### src/rtl/lt100_bus_arbiter_pkg.sv
// Shared types and constants for the two-master lt100 bus arbiter.
package lt100_pkg;

    typedef enum logic [1:0] {
        ST_IDLE = 2'd0,
        ST_BUSY = 2'd1,
        ST_DONE = 2'd2
    } state_t;

    localparam logic GNT_M0 = 1'b0;
    localparam logic GNT_M1 = 1'b1;

    localparam int CNT_WIDTH = 16;

    function automatic logic [1:0] grant_onehot(input logic idx);
        return (idx == GNT_M1) ? 2'b10 : 2'b01;
    endfunction

endpackage

### src/rtl/lt100_bus_arbiter_if.sv
// One lt100 request/response channel; master drives the request, slave answers.
interface lt100_bus_arbiter_if #(
    parameter int ADDR_WIDTH = 32,
    parameter int DATA_WIDTH = 32
);
    logic                    enable;
    logic                    wr_en;
    logic [ADDR_WIDTH-1:0]   addr;
    logic [DATA_WIDTH-1:0]   i_data;
    logic [DATA_WIDTH/8-1:0] be;
    logic                    ready;
    logic [DATA_WIDTH-1:0]   o_data;
    logic                    bus_err;

    modport master (
        output enable, wr_en, addr, i_data, be,
        input  ready, o_data, bus_err
    );

    modport slave (
        input  enable, wr_en, addr, i_data, be,
        output ready, o_data, bus_err
    );
endinterface

### src/rtl/lt100_bus_arbiter.sv
// Round-robin arbiter sharing one lt100 bus between masters m0 and m1.
//   state   | meaning
//   IDLE    | no owner; waits for a request while the bus is quiet
//   BUSY    | request issued on s, waiting for s.ready / timeout / abort
//   DONE    | completion held until the owner drops enable and s.ready is low
module lt100_bus_arbiter
    import lt100_pkg::*;
#(
    parameter int          ADDR_WIDTH = 32,
    parameter int          DATA_WIDTH = 32,
    parameter int unsigned TIMEOUT    = 255
) (
    input  logic                clk,
    input  logic                rst,
    lt100_bus_arbiter_if.slave  m0,
    lt100_bus_arbiter_if.slave  m1,
    lt100_bus_arbiter_if.master s,
    output logic [1:0]          grant
);

    localparam int BE_WIDTH = DATA_WIDTH / 8;
    localparam bit TO_EN = (TIMEOUT != 0);
    localparam logic [CNT_WIDTH-1:0] TO_LAST =
        (TIMEOUT == 0) ? '0 : CNT_WIDTH'(TIMEOUT - 1);

    state_t                          state_q, state_d;
    logic                            idx_q, idx_d;
    logic                            last_q, last_d;
    logic [1:0]                      grant_q, grant_d;
    logic [CNT_WIDTH-1:0]            cnt_q, cnt_d;

    logic                            s_en_q, s_en_d;
    logic                            s_wr_q, s_wr_d;
    logic [ADDR_WIDTH-1:0]           s_addr_q, s_addr_d;
    logic [DATA_WIDTH-1:0]           s_data_q, s_data_d;
    logic [BE_WIDTH-1:0]             s_be_q, s_be_d;

    logic [1:0]                      rdy_q, rdy_d;
    logic [1:0]                      err_q, err_d;
    logic [1:0][DATA_WIDTH-1:0]      rdata_q, rdata_d;

    logic [1:0]                      m_en;
    logic [1:0]                      m_wr;
    logic [1:0][ADDR_WIDTH-1:0]      m_addr;
    logic [1:0][DATA_WIDTH-1:0]      m_data;
    logic [1:0][BE_WIDTH-1:0]        m_be;
    logic                            win;

    assign m_en   = {m1.enable, m0.enable};
    assign m_wr   = {m1.wr_en,  m0.wr_en};
    assign m_addr = {m1.addr,   m0.addr};
    assign m_data = {m1.i_data, m0.i_data};
    assign m_be   = {m1.be,     m0.be};

    always_comb begin
        state_d  = state_q;
        idx_d    = idx_q;
        last_d   = last_q;
        grant_d  = grant_q;
        cnt_d    = cnt_q;
        s_en_d   = s_en_q;
        s_wr_d   = s_wr_q;
        s_addr_d = s_addr_q;
        s_data_d = s_data_q;
        s_be_d   = s_be_q;
        rdy_d    = rdy_q;
        err_d    = err_q;
        rdata_d  = rdata_q;
        win      = GNT_M0;

        case (state_q)
            ST_IDLE: begin
                if ((m_en != 2'b00) && !s.ready) begin
                    // Contention goes to whichever master was not served last.
                    win      = (m_en == 2'b11) ? ~last_q : m_en[GNT_M1];
                    idx_d    = win;
                    grant_d  = grant_onehot(win);
                    s_en_d   = 1'b1;
                    s_wr_d   = m_wr[win];
                    s_addr_d = m_addr[win];
                    s_data_d = m_data[win];
                    s_be_d   = m_be[win];
                    cnt_d    = '0;
                    state_d  = ST_BUSY;
                end
            end
            ST_BUSY: begin
                cnt_d = cnt_q + 1'b1;
                // An abandoned request never produces a ready, even if the slave answers now.
                if (!m_en[idx_q]) begin
                    s_en_d  = 1'b0;
                    state_d = ST_DONE;
                end else if (s.ready) begin
                    rdata_d[idx_q] = s.o_data;
                    err_d[idx_q]   = s.bus_err;
                    rdy_d[idx_q]   = 1'b1;
                    s_en_d         = 1'b0;
                    state_d        = ST_DONE;
                end else if (TO_EN && (cnt_q == TO_LAST)) begin
                    rdata_d[idx_q] = '0;
                    err_d[idx_q]   = 1'b1;
                    rdy_d[idx_q]   = 1'b1;
                    s_en_d         = 1'b0;
                    state_d        = ST_DONE;
                end
            end
            ST_DONE: begin
                if (!m_en[idx_q] && !s.ready) begin
                    rdy_d[idx_q] = 1'b0;
                    err_d[idx_q] = 1'b0;
                    last_d       = idx_q;
                    grant_d      = 2'b00;
                    state_d      = ST_IDLE;
                end
            end
            default: begin
                state_d = ST_IDLE;
            end
        endcase
    end

    always_ff @(posedge clk) begin
        if (rst) begin
            state_q  <= ST_IDLE;
            idx_q    <= GNT_M0;
            last_q   <= GNT_M1;
            grant_q  <= 2'b00;
            cnt_q    <= '0;
            s_en_q   <= 1'b0;
            s_wr_q   <= 1'b0;
            s_addr_q <= '0;
            s_data_q <= '0;
            s_be_q   <= '0;
            rdy_q    <= 2'b00;
            err_q    <= 2'b00;
            rdata_q  <= '0;
        end else begin
            state_q  <= state_d;
            idx_q    <= idx_d;
            last_q   <= last_d;
            grant_q  <= grant_d;
            cnt_q    <= cnt_d;
            s_en_q   <= s_en_d;
            s_wr_q   <= s_wr_d;
            s_addr_q <= s_addr_d;
            s_data_q <= s_data_d;
            s_be_q   <= s_be_d;
            rdy_q    <= rdy_d;
            err_q    <= err_d;
            rdata_q  <= rdata_d;
        end
    end

    assign s.enable   = s_en_q;
    assign s.wr_en    = s_wr_q;
    assign s.addr     = s_addr_q;
    assign s.i_data   = s_data_q;
    assign s.be       = s_be_q;

    assign m0.ready   = rdy_q[GNT_M0];
    assign m0.bus_err = err_q[GNT_M0];
    assign m0.o_data  = rdata_q[GNT_M0];
    assign m1.ready   = rdy_q[GNT_M1];
    assign m1.bus_err = err_q[GNT_M1];
    assign m1.o_data  = rdata_q[GNT_M1];

    assign grant      = grant_q;

endmodule

### src/flat_wrapper.sv
// flat-port wrapper written by rule: the top's interface ports become plain ports
module lt100_bus_arbiter_flat import lt100_pkg::*;
#(
    parameter int          ADDR_WIDTH = 32,
    parameter int          DATA_WIDTH = 32,
    parameter int unsigned TIMEOUT    = 255
)
  (clk, rst, grant, m0_enable, m0_wr_en, m0_addr, m0_i_data, m0_be, m0_ready, m0_o_data, m0_bus_err, m1_enable, m1_wr_en, m1_addr, m1_i_data, m1_be, m1_ready, m1_o_data, m1_bus_err, s_enable, s_wr_en, s_addr, s_i_data, s_be, s_ready, s_o_data, s_bus_err);
  lt100_bus_arbiter_if #(.ADDR_WIDTH(ADDR_WIDTH), .DATA_WIDTH(DATA_WIDTH)) m0_i ();
  lt100_bus_arbiter_if #(.ADDR_WIDTH(ADDR_WIDTH), .DATA_WIDTH(DATA_WIDTH)) m1_i ();
  lt100_bus_arbiter_if #(.ADDR_WIDTH(ADDR_WIDTH), .DATA_WIDTH(DATA_WIDTH)) s_i ();
  input  logic clk;
  input  logic rst;
  output logic [1:0] grant;
  input wire logic [$bits(m0_i.enable)-1:0] m0_enable;
  input wire logic [$bits(m0_i.wr_en)-1:0] m0_wr_en;
  input wire logic [$bits(m0_i.addr)-1:0] m0_addr;
  input wire logic [$bits(m0_i.i_data)-1:0] m0_i_data;
  input wire logic [$bits(m0_i.be)-1:0] m0_be;
  output wire logic [$bits(m0_i.ready)-1:0] m0_ready;
  output wire logic [$bits(m0_i.o_data)-1:0] m0_o_data;
  output wire logic [$bits(m0_i.bus_err)-1:0] m0_bus_err;
  input wire logic [$bits(m1_i.enable)-1:0] m1_enable;
  input wire logic [$bits(m1_i.wr_en)-1:0] m1_wr_en;
  input wire logic [$bits(m1_i.addr)-1:0] m1_addr;
  input wire logic [$bits(m1_i.i_data)-1:0] m1_i_data;
  input wire logic [$bits(m1_i.be)-1:0] m1_be;
  output wire logic [$bits(m1_i.ready)-1:0] m1_ready;
  output wire logic [$bits(m1_i.o_data)-1:0] m1_o_data;
  output wire logic [$bits(m1_i.bus_err)-1:0] m1_bus_err;
  output wire logic [$bits(s_i.enable)-1:0] s_enable;
  output wire logic [$bits(s_i.wr_en)-1:0] s_wr_en;
  output wire logic [$bits(s_i.addr)-1:0] s_addr;
  output wire logic [$bits(s_i.i_data)-1:0] s_i_data;
  output wire logic [$bits(s_i.be)-1:0] s_be;
  input wire logic [$bits(s_i.ready)-1:0] s_ready;
  input wire logic [$bits(s_i.o_data)-1:0] s_o_data;
  input wire logic [$bits(s_i.bus_err)-1:0] s_bus_err;
  assign m0_i.enable = m0_enable;
  assign m0_i.wr_en = m0_wr_en;
  assign m0_i.addr = m0_addr;
  assign m0_i.i_data = m0_i_data;
  assign m0_i.be = m0_be;
  assign m0_ready = m0_i.ready;
  assign m0_o_data = m0_i.o_data;
  assign m0_bus_err = m0_i.bus_err;
  assign m1_i.enable = m1_enable;
  assign m1_i.wr_en = m1_wr_en;
  assign m1_i.addr = m1_addr;
  assign m1_i.i_data = m1_i_data;
  assign m1_i.be = m1_be;
  assign m1_ready = m1_i.ready;
  assign m1_o_data = m1_i.o_data;
  assign m1_bus_err = m1_i.bus_err;
  assign s_enable = s_i.enable;
  assign s_wr_en = s_i.wr_en;
  assign s_addr = s_i.addr;
  assign s_i_data = s_i.i_data;
  assign s_be = s_i.be;
  assign s_i.ready = s_ready;
  assign s_i.o_data = s_o_data;
  assign s_i.bus_err = s_bus_err;
  lt100_bus_arbiter #(.ADDR_WIDTH(ADDR_WIDTH), .DATA_WIDTH(DATA_WIDTH), .TIMEOUT(TIMEOUT)) u_core (.clk(clk), .rst(rst), .m0(m0_i), .m1(m1_i), .s(s_i), .grant(grant));
endmodule
### config.mk
export PLATFORM = sky130hd
export DESIGN_NAME = lt100_bus_arbiter_flat
export DESIGN_NICKNAME = d
export VERILOG_FILES = /design/src/rtl/lt100_bus_arbiter_pkg.sv /design/src/rtl/lt100_bus_arbiter_if.sv /design/src/rtl/lt100_bus_arbiter.sv /design/src/flat_wrapper.sv
export SDC_FILE = /design/constraint.sdc
export NUM_CORES = 1
export LEC_CHECK = 0
export CAP_MARGIN = 20
export CELL_PAD_IN_SITES_DETAIL_PLACEMENT = 0
export CELL_PAD_IN_SITES_GLOBAL_PLACEMENT = 1
export CORE_MARGIN = 2
export CORE_UTILIZATION = 32
export CTS_CLUSTER_SIZE = 24
export DETAILED_ROUTE_END_ITERATION = 10
export PLACE_DENSITY = 0.83
export RECOVER_POWER = 50
export SETUP_SLACK_MARGIN = 0.05
export SYNTH_ARGS = -nofsm -noshare
export SYNTH_HDL_FRONTEND = slang
export SYNTH_SLANG_ARGS = --single-unit
export TNS_END_PERCENT = 50
### constraint.sdc
create_clock -name clk -period 2.85 [get_ports clk]
set_input_delay 0.4275 -clock clk [delete_from_list [all_inputs] [get_ports clk]]
set_output_delay 0.4275 -clock clk [all_outputs]
set_load 0.02 [all_outputs]
-- Yosys cells after proc, flatten, opt, wreduce, memory -nomap -nowiden
Index checks and enable logic that the tools add are counted.
- divide/modulo/power cells: 0
- $lt $le $gt $ge: 3
- eq/ne operators: 9
- bitwise gates (word level): 8
- shift-type cells: 0
- reductions and logical operators: 19
- multiply operators: 0
- add/subtract/negate cells: 1
- muxes and demuxes: 45
- operators by type and width (kind ; count):
    two-way mux 32 bit ; 5
    two-way mux 64 bit ; 2
    bitwise AND 64 bit ; 1
    bitwise mux 64 bit ; 1
    NOT 64 bit ; 1
    demux 32 bit (select 1 bit) ; 1
    one-hot mux 16 bit (2 select lines) ; 1
    two-way mux 2 bit ; 15
    adder 16 x 1 -> 16 bit, second input constant ; 1
    == test 16 x 8 -> 1 bit, second input constant ; 1
    two-way mux 16 bit ; 1
    one-hot mux 2 bit (2 select lines) ; 3
    AND reduction 3 bit ; 4
    two-way mux 1 bit ; 10
    nonzero test 2 bit ; 5
    two-way mux 4 bit ; 2
    != test 2 x 1 -> 1 bit, second input constant ; 3
    one-hot mux 2 bit (3 select lines) ; 1
    AND reduction 2 bit ; 3
    bitwise AND 2 bit ; 2
    == test 2 bit, second input constant ; 2
    < comparator 1 x 2 -> 1 bit, second input constant ; 2
    != test 4 bit, second input constant ; 1
    OR 2 bit ; 2
    12 further kinds ; 15
- output and inout port bits: 140
- RAM bits: 0
- latch bits: 0
- bits in read-only memories: 0
- register bits after elaboration: 160
- memories kept: 0

-- Depth between registers and ports, before layout
Gate-level depths: netlist of the first run.
- depth after elaboration: 9
- depth in mapped cells: 9
- mapped depth without buffers: 6

-- Least setup slack after synthesis of the first run
Ideal clock, no wire load.
- path kind: flip-flop to flip-flop
- start point: reg u_core.state_q[0]
- end point: reg u_core.cnt_q[15]
- cell stages (with the launch flop): 8
- path slack: 1.017 ns
- arrival: 1.763 ns
- required time: 2.780 ns
- cells stage by stage: dfxtp_1 inv_1 ha_1 clkbuf_1 nor2_1 a2111o_1 or4_1 a21oi_1
- cells in the longest elaborated chain, start to end: 3
- ends and longest elaborated chain (item ; line ; RTL):
    start: declaration ; lt100_bus_arbiter.sv:26 ; state_t state_q, state_d;
    start signal: assignment ; lt100_bus_arbiter.sv:138 ; state_q <= state_d;
    == test 2 x 1 -> 1 bit / logical NOT 2 bit (equally long branches) ; lt100_bus_arbiter.sv:71 ; case (state_q)
    nonzero test 2 bit (no line) / != test 2 x 1 -> 1 bit (equally long branches) ; -- ;
    AND reduction 2 bit (no line) ; -- ;
    end signal: assignment ; lt100_bus_arbiter.sv:142 ; cnt_q <= cnt_d;
    end: declaration ; lt100_bus_arbiter.sv:30 ; logic [CNT_WIDTH-1:0] cnt_q, cnt_d;
Several ways; a longest one is shown, not always the timed one.
A chain may end at the register's enable or synchronous reset.

-- Worst setup path after layout of the first run
- start point: in m0_enable
- end point: reg u_core.s_data_q[30] (netlist: u_core.s.i_data[30])
- cells in the longest elaborated chain, start to end: 4
- ends and longest elaborated chain (item ; line ; RTL):
    start: declaration ; flat_wrapper.sv:15 ; input wire logic [$bits(m0_i.enable)-1:0] m0_enable;
    == test 2 bit ; lt100_bus_arbiter.sv:75 ; win = (m_en == 2'b11) ? ~last_q : m_en[GNT_M1];
    two-way mux 1 bit ; lt100_bus_arbiter.sv:75 ;
    two-way mux 32 bit (implied by the code) (2 in a row) ; lt100_bus_arbiter.sv:81 ; s_data_d = m_data[win];
    end signal: assignment ; lt100_bus_arbiter.sv:146 ; s_data_q <= s_data_d;
    end: declaration ; lt100_bus_arbiter.sv:35 ; logic [DATA_WIDTH-1:0] s_data_q, s_data_d;
Several ways; a longest one is shown, not always the timed one. The select of a mux whose other input is x is not followed.

==> results.md, run 1 <==
* Die Width at 151 µm
* Critical Path Start Type: input pin
* Proportion of power drawn by flip-flops and latches at 0.368
* Clock tree from TritonCTS: yes
* Post-synth EDFFs at 0
* Initial core utilization at 0.327
* Distinct cells, synth at 51
* Number of warnings reported in the yosys synthesis log at 0
* Launch point of the critical path: m0_enable
* Number of global-route vias before repair at 6228
* Post-Layout Cell Count at 1340
* Antenna viol nets, final at 0
* Comb pwr share at 0.317
* Placement Setup Slack at 0.416 ns
* Accumulated negative setup slack at 0 ns
* Most frequent standard cell in the layout excluding fill and tap cells: clkdlybuf4s50_1
* Setup ws final at 0.612 ns
* Area added between synthesis and finish at 57.9%
* Reg2Reg Depth at 8
* Achievable clock frequency at 447 MHz
* Worst IR drop on VDD at 335 µV
* Highest net fanout along the worst path at 40
* Status: finished clean
* Most used cells in the layout excluding fill and tap cells: clkdlybuf4s50_1 (178), dfxtp_1 (160), dlygate4sd3_1 (135)
* Mean number of vias per cell at 4.97
* Element type at the critical path end: flip-flop
* Total number of nets in the final design at 1233
* Post-DP Area at 10300 µm²
* Syn_nets at 956
* Via count at 6664
* Final Cycle Share at 0.785
* Arrival time at the worst endpoint at 2.58 ns
* Standard cell core area at 21100 µm²
* I/O pin count at 316
* Min-Delay Path Class: reg2reg
* Detailed placer's ending HPWL at 15700 µm
* Total GRT Usage at 0.187
* RSZ-0062 raised after global routing: no
* Post-placement cell count at 1308
* Capture point of the critical path: u_core.s.i_data[30]
* Initial antenna violation count at 0
* Synthesized cell area at 6900 µm²
* Endpoint of the worst register-to-register path: u_core.m0.o_data[20]
* Longest Clk Path Bufs at 2
* Part of the total power dissipated in the clock network at 0.315
* Layout cells sized above 1 at 0.0629
* Number of max-slew violations in the final report at 0
* Fill cells at 2018
* Total power density per cell area at 668 nW/µm²
* Mapped Avg Cell Area at 8.91 µm²
* DIE AREA at 22800 µm²
* Std cell rows at 53
* Hold Vio Cnt, Final at 0
* Mapped Cells at 775
* Time the final worst path needs with I/O delays and setup at 2.24 ns
* Die Height at 151 µm
* First-pass DRT Iterations at 4
* Overflow left after global routing at 0
* Root buffer cell: clkbuf_16
* Postcts setup bufs at 0
* Number of design-rule violations left by the first detailed-router iteration at 291
* Average routed wire per standard cell at 16.3 µm
* Post-route cell area at 10900 µm²
* Sequential share of the synthesized area at 0.464
* Register-to-register setup slack at 0.63 ns
* Worst setup path class: in2reg
* Hold WS at 0.467 ns
* Clock H-tree levels at 4
* GPL Wtd Cong at 0.789
* Antenna Cells at 0
* Transition time at the pin with the least slew margin at 0.729 ns
* Post-detailed-route DRC marker count at 0
* Pint at 4.83 mW
* Psw at 2.44 mW
* Net switching share of the total power at 0.336
* Quantity of hold-fixing buffers added after cts at 0
* Clock net sink count at 160
* First-pass GRT wire length at 33200 µm
* Number of setup violations in the final report at 0
* Post-synthesis async set-or-reset flop share at 0
* Total of flip-flops plus latches after synthesis at 160
* Port Buf Inserts at 315
* Fin Clk Skew at 0.0159 ns
* Worst-skew pair later-pin latency at 0.43 ns
* Flip-flop cell with the highest count after synthesis: dfxtp_1
* Slowest cell on crit path: dlygate4sd3_1
* Cells along the critical path: dlygate4sd3_1 > o21ba_2 > and2_2 > buf_12 > nor2_1 > a211oi_1
* Slew margin rel. at 0.501
* Number of buffers created by CTS at 17
* Delay of the slowest critical-path stage at 0.73 ns
* Clock transition at path regs at 0.07 ns
* Static leakage at 4.14 nW
* Post-cts sizing count at 0
* Max-cap viol count at 0
* CP Data Required Time at 3.19 ns
* Total length of routed wires at 21900 µm
* Pin count of the biggest net entering global routing at 66
* Crit Reg-Reg Startpoint: u_core.cnt_q[0]
[flip-flops by register name, indices dropped and copies added (netlist names), named ones only]
name / cells
u_core.cnt_q: 16
u_core.s.i_data: 32
u_core.s.wr_en: 1
u_core.s.be: 4
u_core.grant: 2
u_core.err_q: 2
u_core.s.addr: 32
u_core.state_q: 2
u_core.m0.o_data: 32
u_core.idx_q: 1
u_core.s.enable: 1
u_core.last_q: 1
u_core.m1.o_data: 32
[final cells by class]
| class | instances | area (µm²) | share of cell area |
|---|---|---|---|
| multi-input combinational | 529 | 3370 | 0.309 |
| inverter | 10 | 37.5 | 0.00344 |
| tap | 275 | 344 | 0.0316 |
| timing repair buffer | 334 | 3350 | 0.307 |
| sequential | 160 | 3200 | 0.294 |
| clock buffer | 19 | 453 | 0.0416 |
| clock inverter | 13 | 140 | 0.0129 |
[Yosys cell counts (all sizes together), types with 2 or more instances]
library cell | number | area share
buf | 26 | 0.019
a21boi | 2 | 0.0022
mux2 | 3 | 0.0049
o31ai | 3 | 0.0033
a31oi | 3 | 0.0027
nor2 | 80 | 0.044
a2111oi | 2 | 0.0025
xnor2 | 4 | 0.0051
ha | 5 | 0.0091
a41o | 2 | 0.0029
dfxtp | 160 | 0.46
a311oi | 2 | 0.0025
nand4 | 5 | 0.0054
mux2i | 75 | 0.11
nand3 | 72 | 0.052
nand2 | 12 | 0.0065
and2 | 2 | 0.0018
a211oi | 73 | 0.079
or4 | 3 | 0.0033
or2 | 2 | 0.0018
a21oi | 74 | 0.054
nor2b | 3 | 0.0027
nand2b | 6 | 0.0054
o21ai | 71 | 0.051
clkbuf | 50 | 0.027
nand4b | 2 | 0.0025
inv | 10 | 0.0054
and4 | 2 | 0.0025
or3 | 3 | 0.0027
[worst max-delay path: cells and delay by family]
kind	cells	cell delay, ns
buffers and inverters	2	1.01
AO/OA/AOI/OAI	2	0.42
AND/OR/NAND/NOR	2	0.70
[worst min path at each step]
stage / slack [ns] / endpoint / depth (start not counted) / startpoint
floorplan: 0.44 / u_core.last_q / 2 / u_core.last_q
global placement: 0.45 / u_core.grant[0] / 1 / u_core.grant[0]
detailed placement: 0.45 / u_core.grant[0] / 1 / u_core.grant[0]
CTS: 0.47 / u_core.m1.o_data[24] / 2 / u_core.m1.o_data[24]
global route: 0.49 / u_core.m0.o_data[26] / 2 / u_core.m0.o_data[26]
finish: 0.47 / u_core.m1.o_data[5] / 2 / u_core.m1.o_data[5]
[per-stage QoR]
step | util | power (mW)
after detailed placement | 0.489 | 5.16
after global placement | 0.489 | 5.14
after floorplan | - | 4.03
after CTS | 0.517 | 7.47
after global routing | 0.517 | 7.68
final | 0.517 | 7.28
[kinds of logic after synthesis]
kind of cell,Yosys count,synth area share
AO/OA/AOI/OAI,245,0.220
AND/OR/NAND/NOR,197,0.136
flip-flops,160,0.464
buffers and inverters,86,0.0515
multiplexers,78,0.114
adder cells (fa/ha/maj),5,0.00906
XOR/XNOR,4,0.00508
[power groups by stage]
stage	logic, mW	clock network (mW)	registers (mW)
after global routing	2.51	2.45	2.72
after CTS	2.43	2.35	2.69
final	2.31	2.29	2.68
after floorplan	0.977	0	3.06
after global placement	2.41	0	2.73
after detailed placement	2.42	0	2.74
[routing by layer]
metal	part of all wire	track usage
met5	0	0
met4	0.018	0.0579
met3	0.073	0.0569
met2	0.48	0.308
met1	0.43	0.234
Note: power is estimated with default switching activity, not from simulation.
==> run 2, diff against run 1 <==
--- a/config.mk
+++ b/config.mk
@@ -9,10 +9,10 @@
 export CELL_PAD_IN_SITES_DETAIL_PLACEMENT = 0
 export CELL_PAD_IN_SITES_GLOBAL_PLACEMENT = 1
 export CORE_MARGIN = 2
-export CORE_UTILIZATION = 32
+export CORE_UTILIZATION = 30
 export CTS_CLUSTER_SIZE = 24
 export DETAILED_ROUTE_END_ITERATION = 10
-export PLACE_DENSITY = 0.83
+export PLACE_DENSITY = 0.78
 export RECOVER_POWER = 50
 export SETUP_SLACK_MARGIN = 0.05
 export SYNTH_ARGS = -nofsm -noshare
==> constraint.sdc (replaced) <==
create_clock -name clk -period 2.2 [get_ports clk]
set_input_delay 0.33 -clock clk [delete_from_list [all_inputs] [get_ports clk]]
set_output_delay 0.33 -clock clk [all_outputs]
set_load 0.02 [all_outputs]
==> results.md, run 2 (synthesis gave the netlist of run 1 again) <==
* Status: finished clean
* Accumulated negative setup slack at 0 ns
* Layout cells sized above 1 at 0.0750
* Slew margin rel. at 0.576
* Clock tree from TritonCTS: yes
* Total number of nets in the final design at 1248
* Worst-skew pair later-pin latency at 0.42 ns
* Psw at 3.14 mW
* Most used cells in the layout excluding fill and tap cells: clkdlybuf4s50_1 (224), dfxtp_1 (160), dlygate4sd3_1 (89)
* Clock transition at path regs at 0.06 ns
* Port Buf Inserts at 315
* Most frequent standard cell in the layout excluding fill and tap cells: clkdlybuf4s50_1
* Area added between synthesis and finish at 60.1%
* Register-to-register setup slack at 0.27 ns
* Achievable clock frequency at 516 MHz
* Detailed placer's ending HPWL at 16400 µm
* Final Cycle Share at 0.880
* Worst setup path class: in2reg
* Net switching share of the total power at 0.332
* Proportion of power drawn by flip-flops and latches at 0.367
* CP Data Required Time at 2.53 ns
* Via count at 6796
* Antenna Cells at 0
* Element type at the critical path end: flip-flop
* Worst hold path stage count at 2
* Antenna viol nets, final at 0
* Initial antenna violation count at 0
* Static leakage at 4.07 nW
* Min-Delay Path Class: in2reg
* Total length of routed wires at 22600 µm
* Quantity of hold-fixing buffers added after cts at 0
* Pint at 6.32 mW
* Number of buffers created by CTS at 17
* First-pass DRT Iterations at 5
* Final core utilization at 0.488
* Pin count of the biggest net entering global routing at 78
* Post-detailed-route DRC marker count at 0
* Number of design-rule violations left by the first detailed-router iteration at 347
* Average routed wire per standard cell at 16.6 µm
* Root buffer cell: clkbuf_16
* Std cell rows at 55
* Standard cell core area at 22600 µm²
* First-pass GRT wire length at 35300 µm
* DIE AREA at 24200 µm²
* Number of max-slew violations in the final report at 0
* Highest net fanout along the worst path at 43
* Hold Vio Cnt, Final at 0
* Clock net sink count at 160
* Met1 global-route usage at 0.231
* Fraction of met3 tracks used by global routing at 0.0492
* Reg2Reg Depth at 7
* Worst IR drop on VDD at 409 µV
* Initial core utilization at 0.305
* Endpoint of the worst register-to-register path: u_core.s.addr[15]
* Fin Clk Skew at 0.0140 ns
* Most congested layer reported by global routing: met2
* Arrival time at the worst endpoint at 2.26 ns
* Total power density per cell area at 857 nW/µm²
* Mean number of vias per cell at 4.98
* Global routing met2 resource utilization at 0.298
* Total GRT Usage at 0.183
* Part of the total power dissipated in the clock network at 0.302
* Critical Path Start Type: input pin
* GPL Wtd Cong at 0.791
* Overflow left after global routing at 0
* Transition time at the pin with the least slew margin at 0.637 ns
* Number of setup violations in the final report at 0
* RSZ-0062 raised after global routing: no
* Destination of the worst hold path: u_core.cnt_q[1]
* Die Height at 156 µm
* Max-cap viol count at 0
* Clock H-tree levels at 4
* Crit Reg-Reg Startpoint: u_core.state_q[0]
* I/O pin count at 316
* Comb pwr share at 0.331
* Total power consumption of the routed design at 9.47 mW
* Postcts setup bufs at 0
* Post-cts sizing count at 0
* Longest Clk Path Bufs at 2
* Time the final worst path needs with I/O delays and setup at 1.94 ns
* Hold path startpoint: rst
* Die Width at 156 µm
* Number of global-route vias before repair at 6558
-- run 2: area by class of cell --
class,count,area [µm²]
inverters,10,37.5
fillers,2205,11600
repair buffers,349,3530
flip-flops and latches,160,3200
multi-input cells,529,3360
clock buffers,19,443
clock inverters,13,128
well taps,285,357
-- run 2: through the flow --
stage	worst slack, ns	std cells	hold slack (ns)	cell area, µm²
4_1_cts	0.265	1365	0.303	11100
3_5_place_dp	0.0205	1333	0.452	10500
6_report	0.263	1365	0.325	11100
5_1_grt	0.0770	1365	0.352	11100
3_3_place_gp	0.0660	1333	0.454	10500
2_1_floorplan	0.367	775	0.444	6900
-- run 2: worst max-delay path, cell delays in order --
cell and delay (ns):
clkdlybuf4s50_1 0.57, buf_4 0.16, o21ba_2 0.14, and2_2 0.27
clkbuf_4 0.47, nor2_1 0.08, a211oi_1 0.23
-- run 2: layer usage --
layer	up-vias	wire length [µm]
met4	0	590
met5	-	0
li1	3409	-
met3	33	1520
met2	251	10600
met1	3103	9920
-- run 2: power by group through the flow --
stage | combinational (mW) | clock (mW) | sequential (mW)
floorplan | 1.27 | 0 | 3.96
global placement | 3.25 | 0 | 3.53
detailed placement | 3.25 | 0 | 3.55
CTS | 3.27 | 2.96 | 3.49
global route | 3.41 | 3.08 | 3.52
finish | 3.14 | 2.86 | 3.47
-- run 2: worst max path at each step --
stage	start	cells after the start	to	slack, ns
3_3_place_gp	m1_enable	5	u_core.cnt_q[15]	0.07
5_1_grt	u_core.state_q[0]	7	u_core.s.addr[15]	0.08
4_1_cts	u_core.state_q[1]	6	u_core.cnt_q[15]	0.27
3_5_place_dp	m0_enable	6	u_core.m0.o_data[13]	0.02
6_report	m0_enable	7	u_core.s.addr[15]	0.26
2_1_floorplan	u_core.state_q[0]	7	u_core.cnt_q[15]	0.37
==> run 3, diff against run 2 <==
--- a/config.mk
+++ b/config.mk
@@ -8,11 +8,11 @@
 export CAP_MARGIN = 20
 export CELL_PAD_IN_SITES_DETAIL_PLACEMENT = 0
 export CELL_PAD_IN_SITES_GLOBAL_PLACEMENT = 1
-export CORE_MARGIN = 2
-export CORE_UTILIZATION = 30
+export CORE_MARGIN = 1.5
+export CORE_UTILIZATION = 27
 export CTS_CLUSTER_SIZE = 24
 export DETAILED_ROUTE_END_ITERATION = 10
-export PLACE_DENSITY = 0.78
+export PLACE_DENSITY = 0.74
 export RECOVER_POWER = 50
 export SETUP_SLACK_MARGIN = 0.05
 export SYNTH_ARGS = -nofsm -noshare
==> constraint.sdc (replaced) <==
create_clock -name clk -period 1.6 [get_ports clk]
set_input_delay 0.24 -clock clk [delete_from_list [all_inputs] [get_ports clk]]
set_output_delay 0.24 -clock clk [all_outputs]
set_load 0.02 [all_outputs]
==> results.md, run 3 (synthesis gave the netlist of run 1 again) <==
* Element type at the critical path end: flip-flop
* Slew margin rel. at 0.561
* Detailed placer's ending HPWL at 17100 µm
* Hold Vio Cnt, Final at 0
* Critical path's top delay family: buffers and inverters
* Max-cap viol count at 0
* Endpoint of the worst register-to-register path: u_core.m0.o_data[25]
* Final Cycle Share at 1.08
* Number of setup violations in the final report at 91
* Antenna viol nets, final at 0
* Initial core utilization at 0.275
* Register-to-register setup slack at -0.10 ns
* Most frequent standard cell in the layout excluding fill and tap cells: clkdlybuf4s50_1
* Pin count of the biggest net entering global routing at 69
* Layout cells sized above 1 at 0.220
* Total length of routed wires at 24700 µm
* GPL Wtd Cong at 0.799
* DIE AREA at 26500 µm²
* Std cell rows at 58
* Delay of the slowest critical-path stage at 0.60 ns
* I/O pin count at 316
* Highest net fanout along the worst path at 5
* Number of design-rule violations left by the first detailed-router iteration at 485
* Min-Delay Path Class: in2reg
* Launch point of the critical path: m0_enable
* Time the final worst path needs with I/O delays and setup at 1.73 ns
* Worst IR drop on VDD at 573 µV
* Status: finished, violations left
* Post-route cell area at 12100 µm²
* CP Data Required Time at 1.91 ns
* Reg2Reg Depth at 8
* Number of global-route vias before repair at 6818
* Setup ws final at -0.131 ns
* Total number of nets in the final design at 1312
* Hold WS at 0.196 ns
* Clock tree from TritonCTS: yes
* Crit Reg-Reg Startpoint: u_core.cnt_q[0]
* Post-Layout Cell Count at 1475
* Port Buf Inserts at 315
* Clock H-tree levels at 4
* Overflow left after global routing at 0
* Hold path startpoint: rst
* Number of buffers created by CTS at 17
* Achievable clock frequency at 578 MHz
* Worst Path Buf+Inv at 2
* Standard cell core area at 25100 µm²
* Longest Clk Path Bufs at 2
* First-pass DRT Iterations at 4
* Total power density per cell area at 1140 nW/µm²
* Root buffer cell: clkbuf_16
* Most used cells in the layout excluding fill and tap cells: clkdlybuf4s50_1 (171), dfxtp_1 (156), dlygate4sd2_1 (141)
* Placement Setup Slack at -0.444 ns
* Die Width at 163 µm
* Post-DP Area at 11000 µm²
* Critical Path Start Type: input pin
* Via count at 7105
* Worst setup path class: in2reg
* Slowest cell on crit path: dlygate4sd3_1
* Die Height at 163 µm
* Area added between synthesis and finish at 75.6%
* Fin Clk Skew at 0.0139 ns
* First-pass GRT wire length at 37200 µm
* RSZ-0062 raised after global routing: yes
* Quantity of hold-fixing buffers added after cts at 0
* Static leakage at 4.87 nW
* Mean number of vias per cell at 4.82
* Clock transition at path regs at 0.06 ns
* Violations in the final reports: setup timing
* Initial antenna violation count at 0
* Cells along the critical path: dlygate4sd3_1 > buf_4 > mux2_4 > o21ai_2 > nand4_1 > mux2_2
* Average routed wire per standard cell at 16.8 µm
* Number of cells on the critical path at 6
* Arrival time at the worst endpoint at 2.04 ns
* Clock net sink count at 160
* Post-placement cell count at 1426
* Transition time at the pin with the least slew margin at 0.659 ns
* Worst-skew pair later-pin latency at 0.43 ns
* Fill cells at 2493
* Post-detailed-route DRC marker count at 0
* Number of max-slew violations in the final report at 0
* Total GRT Usage at 0.179
run 3: cell count changes in the layout (fill, tap and decap cells not counted), moves of 11 or more:
cell / previous run / this run
dlygate4sd3_1: 89 / 1
a211oi_1: 73 / 62
buf_4: 24 / 72
clkdlybuf4s50_1: 224 / 171
o21ai_0: 71 / 16
dlygate4sd2_1: 0 / 141
o21ai_2: 0 / 45
a211oi_2: 0 / 11
run 3: per-layer routing:
layer	up-vias	global-route usage	wire, µm
li1	3550	-	-
met1	3267	0.222	10500
met2	262	0.298	11800
met3	26	0.0558	1910
met4	0	0.0496	518
met5	-	0	0
run 3: worst reg2reg max path, delay by kind of cell (launching register included):
| family | cells | cell delay [ns] |
|---|---|---|
| buf+inv | 3 | 0.41 |
| flops | 1 | 0.32 |
| fa+ha+maj | 1 | 0.12 |
| compound gates | 3 | 0.48 |
| simple gates | 1 | 0.26 |
run 3: per-stage QoR:
stage,TNS (ns),power [mW],utilization
finish,-4.88,13.8,0.483
global route,-13.09,14.5,0.483
CTS,-5.72,13.7,0.465
detailed placement,-45.45,9.72,0.437
global placement,-42.58,9.70,0.437
floorplan,-0.0846,7.32,-
run 3: timing repair:
action,CTS,global route
resized for setup,192,101
gates cloned,3,3
pin swaps,59,45
setup endpoints to repair,290,157
buffers inserted,9,2
run 3: worst min-delay path by stage:
| stage | to | cells after the start |
|---|---|---|
| floorplan | u_core.m0.o_data[0] | 2 |
| global placement | u_core.grant[0] | 1 |
| detailed placement | u_core.grant[0] | 1 |
| CTS | u_core.cnt_q[1] | 2 |
| global route | u_core.cnt_q[1] | 2 |
| finish | u_core.idx_q | 2 |
run 3: final cells by class:
| cell class | count | area [µm²] | area share |
|---|---|---|---|
| antenna | 1 | 2.50 | 0.000206 |
| clock buffer | 19 | 453 | 0.0374 |
| clock inverter | 13 | 118 | 0.00970 |
| inverter | 10 | 42.5 | 0.00351 |
| multi-input combinational | 529 | 3890 | 0.321 |
| sequential | 160 | 3210 | 0.265 |
| tap | 330 | 413 | 0.0341 |
| timing repair buffer | 413 | 3990 | 0.329 |
run 3: power by group:
part           switching, mW  leakage [nW]  internal (mW)
sequential             0.277          1.31           4.52
combinational           2.73          3.29           2.28
clock                   1.87         0.273           2.13
